$ cat src/rtl/usb_reg_arbiter_pkg.sv
// usb_reg_arbiter_pkg: shared FSM encoding and guard default for the register bus arbiter
package usb_reg_arbiter_pkg;
    typedef enum logic [2:0] {
        ST_USB,
        ST_SETUP,
        ST_ACCESS,
        ST_CAPTURE,
        ST_DONE
    } state_t;
    localparam int DEFAULT_GUARD = 4;
endpackage

$ cat src/rtl/usb_reg_arbiter.sv
// usb_reg_arbiter: shares the USB register bus with one internal master, USB always wins
module usb_reg_arbiter
    import usb_reg_arbiter_pkg::*;
#(
    parameter int pBYTECNT_SIZE = 7,
    parameter int pGUARD = DEFAULT_GUARD
) (
    input  logic                     clk_usb,
    input  logic                     reset,
    input  logic                     usb_active,
    input  logic [7:0]               usb_address,
    input  logic [pBYTECNT_SIZE-1:0] usb_bytecnt,
    input  logic [7:0]               usb_datao,
    input  logic                     usb_read,
    input  logic                     usb_write,
    output logic [7:0]               usb_datai,
    input  logic                     int_req,
    input  logic                     int_we,
    input  logic [7:0]               int_address,
    input  logic [pBYTECNT_SIZE-1:0] int_bytecnt,
    input  logic [7:0]               int_wdata,
    output logic                     int_gnt,
    output logic                     int_done,
    output logic [7:0]               int_rdata,
    output logic [7:0]               reg_address,
    output logic [pBYTECNT_SIZE-1:0] reg_bytecnt,
    output logic [7:0]               reg_datao,
    output logic                     reg_read,
    output logic                     reg_write,
    input  logic [7:0]               reg_datai,
    output logic [7:0]               abort_count
);
    state_t                   state;
    logic [3:0]               guard;
    logic                     lat_we;
    logic [7:0]               lat_address;
    logic [7:0]               lat_wdata;
    logic [pBYTECNT_SIZE-1:0] lat_bytecnt;
    logic                     own_int;

    // DONE already hands the bus back to USB, so only the three middle states own it
    assign own_int     = state inside {ST_SETUP, ST_ACCESS, ST_CAPTURE};
    assign int_gnt     = state == ST_USB && !usb_active && int_req && guard == 4'(pGUARD);
    assign int_done    = state == ST_DONE;
    assign usb_datai   = reg_datai;
    assign reg_address = own_int ? lat_address : usb_address;
    assign reg_bytecnt = own_int ? lat_bytecnt : usb_bytecnt;
    assign reg_datao   = own_int ? lat_wdata : usb_datao;
    assign reg_write   = own_int ? state == ST_ACCESS && lat_we : usb_write;
    assign reg_read    = own_int ? state == ST_ACCESS && !lat_we : usb_read;

    always_ff @(posedge clk_usb or posedge reset) begin
        if (reset) begin
            state       <= ST_USB;
            guard       <= '0;
            lat_we      <= 1'b0;
            lat_address <= '0;
            lat_wdata   <= '0;
            lat_bytecnt <= '0;
            int_rdata   <= '0;
            abort_count <= '0;
        end else begin
            case (state)
                ST_USB: begin
                    if (int_gnt) begin
                        state       <= ST_SETUP;
                        guard       <= '0;
                        lat_we      <= int_we;
                        lat_address <= int_address;
                        lat_wdata   <= int_wdata;
                        lat_bytecnt <= int_bytecnt;
                    end else if (usb_active) begin
                        guard <= '0;
                    end else if (guard != 4'(pGUARD)) begin
                        guard <= guard + 4'd1;
                    end
                end
                ST_SETUP: begin
                    // last chance to back off before a strobe reaches the register blocks
                    if (usb_active) begin
                        state <= ST_USB;
                        if (abort_count != 8'hFF) abort_count <= abort_count + 8'd1;
                    end else begin
                        state <= ST_ACCESS;
                    end
                end
                ST_ACCESS: state <= lat_we ? ST_DONE : ST_CAPTURE;
                ST_CAPTURE: begin
                    int_rdata <= reg_datai;
                    state     <= ST_DONE;
                end
                default: begin
                    guard <= '0;
                    state <= ST_USB;
                end
            endcase
        end
    end
endmodule
$ cat config.mk
export PLATFORM = sky130hd
export DESIGN_NAME = usb_reg_arbiter
export DESIGN_NICKNAME = d
export VERILOG_FILES = /design/src/rtl/usb_reg_arbiter_pkg.sv /design/src/rtl/usb_reg_arbiter.sv
export SDC_FILE = /design/constraint.sdc
export NUM_CORES = 1
export LEC_CHECK = 0
export CAP_MARGIN = 0
export CORE_MARGIN = 2
export CORE_UTILIZATION = 29
export DETAILED_ROUTE_END_ITERATION = 10
export GPL_TIMING_DRIVEN = 0
export PLACE_DENSITY_LB_ADDON = 0.15
export SYNTH_ARGS = -nofsm -noshare
export SYNTH_HDL_FRONTEND = slang
export SYNTH_SLANG_ARGS = --single-unit
$ cat constraint.sdc
create_clock -name clk_usb -period 3.4 [get_ports clk_usb]
set_input_delay 0.68 -clock clk_usb [delete_from_list [all_inputs] [get_ports clk_usb]]
set_output_delay 0.68 -clock clk_usb [all_outputs]
set_load 0.05 [all_outputs]
**Yosys cells after proc, flatten, opt, wreduce, memory -nomap -nowiden**

Index checks and enable logic that the tools add are counted.
W data, S select, Z words.

- Register bits after elaboration: 47
- Bits in latches: 0
- Bits in writable memories: 0
- Memory bits (read-only): 0
- Input bits: 61
- Word-level logic and storage cells: 46
- Memories kept: 0

- Add/sub/neg operators: 2
- Multiply operators: 0
- Divide/modulo/power cells: 0
- Order comparisons: 0
- Eq/ne operators: 9
- Shifts and indexed selects: 0
- Muxes and demuxes: 13
- Bitwise operators: 1
- Reduce and logical (&&, ||, !) cells: 13

Operators with widths:

| operator | number |
|---|---|
| $mux W8 | 2 |
| $mux W4 | 3 |
| $pmux W3 S4 | 1 |
| $add A8 B1 Y8 const B | 1 |
| $ne A4 B3 Y1 const B | 2 |
| $ne A8 B8 Y1 const B | 1 |
| $pmux W4 S2 | 1 |
| $mux W7 | 1 |
| $eq A3 B2 Y1 const B | 2 |
| $mux W3 | 2 |
| $logic_and A1 B1 Y1 | 5 |
| $add A4 B1 Y4 const B | 1 |
| $eq A4 B3 Y1 const B | 1 |
| $reduce_and A2 Y1 | 2 |
| $eq A3 B1 Y1 const B | 1 |
| $eq A3 B3 Y1 const B | 1 |
| $logic_not A3 Y1 | 1 |
| $reduce_and A3 Y1 | 1 |
| $reduce_bool A3 Y1 | 1 |
| $reduce_or A3 Y1 | 1 |
| $logic_not A1 Y1 | 2 |
| $mux W1 | 2 |
| $mux W2 | 1 |
| $ne A2 B2 Y1 const B | 1 |
| $not A1 Y1 | 1 |

**Depth between registers and ports, before layout**

- Depth in word-level cells: 6
- Gate-level depth with buffers: 8

**Least setup slack after synthesis**

No wires, ideal clock.

- Kind: input-to-output
- Start: input port usb_read
- End: output port reg_read
- Data arrival time: 1,921 ps
- Data required time: 2,720 ps
- Path slack: 799 ps
- Stages on the path: 3
- Buffers on the path: 0
- Path through: nor2b_1 > a21oi_1 > o21ai_0

- Longest elaborated chain between the ends: 1

Ends and longest elaborated chain:

| item | line | text |
|---|---|---|
| start, declared | usb_reg_arbiter.sv:14 | `input logic usb_read,` |
| $mux W1 | usb_reg_arbiter.sv:50 | `assign reg_read = own_int ? state == ST_ACCESS && !lat_we : usb_read;` |
| end, declared | usb_reg_arbiter.sv:28 | `output logic reg_read,` |

Every way passes these cells.

**Final worst setup path**

- Start: input port usb_active
- End: output port int_gnt

- Longest elaborated chain between the ends: 4

Ends and longest elaborated chain:

| item | line | text |
|---|---|---|
| start, declared | usb_reg_arbiter.sv:10 | `input logic usb_active,` |
| $logic_not A1 Y1 | usb_reg_arbiter.sv:43 | `assign int_gnt = state == ST_USB && !usb_active && int_req && guard == 4'(pGUARD);` |
| $logic_and A1 B1 Y1 (3 in a row) | usb_reg_arbiter.sv:43 |  |
| end, declared | usb_reg_arbiter.sv:22 | `output logic int_gnt,` |

Every way passes these cells.

==> impl_metrics.ini <==
[outcome]
outcome = finished, final reports clean

[synthesis]
syn_area_um2 = 2390
synth_flop_cell = dfrtp_1
yosys_warnings = 0
synth_edf_count = 0
ys_ff_latch = 47
syn-num-nets = 255
synth_cells = 191
synth_area_leaders = dfrtp_1 (49%), mux2_2 (17%), mux2_1 (8.9%), buf_4 (2.5%), nand2_1 (2.2%)
ys_seq_area_frac = 0.491
synth_top_area_frac = 0.491
yosysTopAreaCell = dfrtp_1
ys_types = 39
avgSynthCellArea_um2 = 12.5
async_reset_ff_frac = 1.00

[drt]
wl_per_cell_um = 13.2
drtAntennaViolNets = 0
drc = 0
drt_first_iter_violations = 15
totalWireLength_mm = 5.49
vias = 1857
via_per_inst = 4.46
drt_first_pass_iters = 4

[final_layout]
finalNetCount = 374
final_cell_mix = clkdlybuf4s50_1 (110), dfrtp_1 (47), mux2_2 (36)
syn_to_final_growth_pct = 57.0
fin_util = 0.464
drive_above_1_share = 0.215
layout_commonest_cell = clkdlybuf4s50_1
antenna_cells = 0
stdcell_count = 416

[timing]
rsz0062_at_grt = no
worst_slack_ns = 0.156
finClkSkew_ns = 0.00898
period_share = 0.954
setup-violations-final = 0
drv_slew = 0
hold_viol = 0
max_freq_mhz = 308
max-slew-margin-rel = 0.601
layout_min_cycle_time_ns = 3.24
worst_pin_slew_ns = 0.593

[pwr]
p_leak_nw = 1.62
ir_drop_v = 0.000357
finalPower_w = 0.00183
p_per_area_nw_per_um2 = 486

[placed_design]
numPlacedInstances = 408
dp_hpwl_mm = 4.29
place_ws_ns = -0.278
numPortBuffers = 111
place.gp.congestion = 0.701

[floorplanning]
fp-row-count = 33
fp.dieH_um = 94.9
core_um2 = 8090
die_x_um = 94.9
dieArea_um2 = 9000
io_pins = 112
start_util = 0.296

[critical_path]
worst_ep_arrival_time_ns = 2.56
start_kind = input port
worstPathRequired_ns = 2.72
worstSetupPathType = in -> out
end_kind = primary output
critPathMaxFanout = 10

[grt]
met3_usage = 0.0311
grt_max_degree = 25
overflow = 0
grt_pass1_vias = 1854
grt.met1_usage = 0.159
grt_pass1_wl_mm = 8.86
antenna_found_initial = 0
busiest_layer = met2
use_met2 = 0.216
grt_use_total = 0.127

[run]
maxCapViolations = 0

[clock_network]
post_cts_buffers = 0
cts_sinks = 47
clkSlewWorstSetupHoldPaths_ns = 0.08
clock_latency_ns = 0.30
cts_max_level = 2
clockBufferDepth = 2
clockRootBuffer = clkbuf_8
cts_tree = built
cts_buffers = 5

[hold_path]
min_path_type = reg -> reg
-- layout make-up --
class / count / area (um2)
fillers: 802 / 4340
flip-flops and latches: 47 / 1180
repair buffers: 112 / 1130
multi-input cells: 122 / 1080
well taps: 105 / 131
plain buffers: 16 / 123
clock buffers: 7 / 86.3
inverters: 6 / 22.5
clock inverters: 1 / 8.76
-- routing by layer --
metal  share of wire  wire length, um
met3           0.055              300
met2            0.50             2740
met1            0.44             2390
met4           0.010               57
met5               0                0
-- Yosys cell counts, types with 3 or more instances --
| cell | number |
|---|---|
| o21ai_1 | 3 |
| xnor2_1 | 5 |
| mux2_1 | 19 |
| dfrtp_1 | 47 |
| nor2b_1 | 4 |
| nor2_1 | 3 |
| mux2_2 | 36 |
| inv_1 | 6 |
| a21oi_1 | 4 |
| buf_4 | 8 |
| nand3_1 | 5 |
| buf_2 | 5 |
| nand2_1 | 14 |
| ha_1 | 3 |
-- through the flow --
step / setup TNS, ns / area [um2] / hold slack (ns)
CTS: 0 / 3750 / 0.496
detailed placement: -0.278 / 3660 / 0.476
global route: 0 / 3760 / 0.507
global placement: -0.286 / 3640 / 0.467
floorplan: 0 / 2390 / 0.454
finish: 0 / 3760 / 0.488
-- registers in the layout, indices dropped and copies added (netlist names) --
name	count
int_rdata	8
lat_we	1
lat_wdata	8
lat_bytecnt	7
state	3
guard	4
lat_address	8
abort_count	8
-- cells by family (layout without fill, tap and decap cells) --
kind of cell             count (synthesis)  count (layout)  synth area share
buffers and inverters                   22             142            0.0606
adder cells (fa/ha/maj)                  3               3            0.0157
flip-flops                              47              47             0.491
AO/OA/AOI/OAI                           16              16            0.0497
AND/OR/NAND/NOR                         41              41            0.0983
XOR/XNOR                                 7               7            0.0256
multiplexers                            55              55             0.259
-- power by group --
part / internal [W] / total [W] / switching (W)
clock network: 0.000167 / 0.000352 / 0.000185
logic: 0.000316 / 0.000662 / 0.000347
registers: 0.000722 / 0.000813 / 0.0000903
-- critical path, stage by stage --
cell	delay (ns)
clkdlybuf4s50_1	0.53
nor4_2	0.26
nor3b_2	0.24
buf_6	0.18
buf_6	0.16
clkdlybuf4s15_1	0.51
-- worst paths after layout --
| check | cells after the start | slack, ns | to | start |
|---|---|---|---|---|
| worst max-delay path | 6 | 0.16 | int_gnt | usb_active |
| worst min-delay path | 1 | 0.49 | lat_bytecnt[4] | lat_bytecnt[4] |
| worst max register to register | 5 | 1.64 | lat_address[1] | state[2] |
| worst min register to register | 1 | 0.49 | lat_bytecnt[4] | lat_bytecnt[4] |
| max in group asynchronous | 3 | 2.15 | int_rdata[2] | reset |
| min in group asynchronous | 2 | 0.73 | lat_address[2] | reset |
-- timing repair --
action                                  CTS  global route
resized for setup                         2             1
hold buffers                              0             0
endpoints found under the setup margin    1             1
No activity file was read; power rests on OpenSTA's default activity.
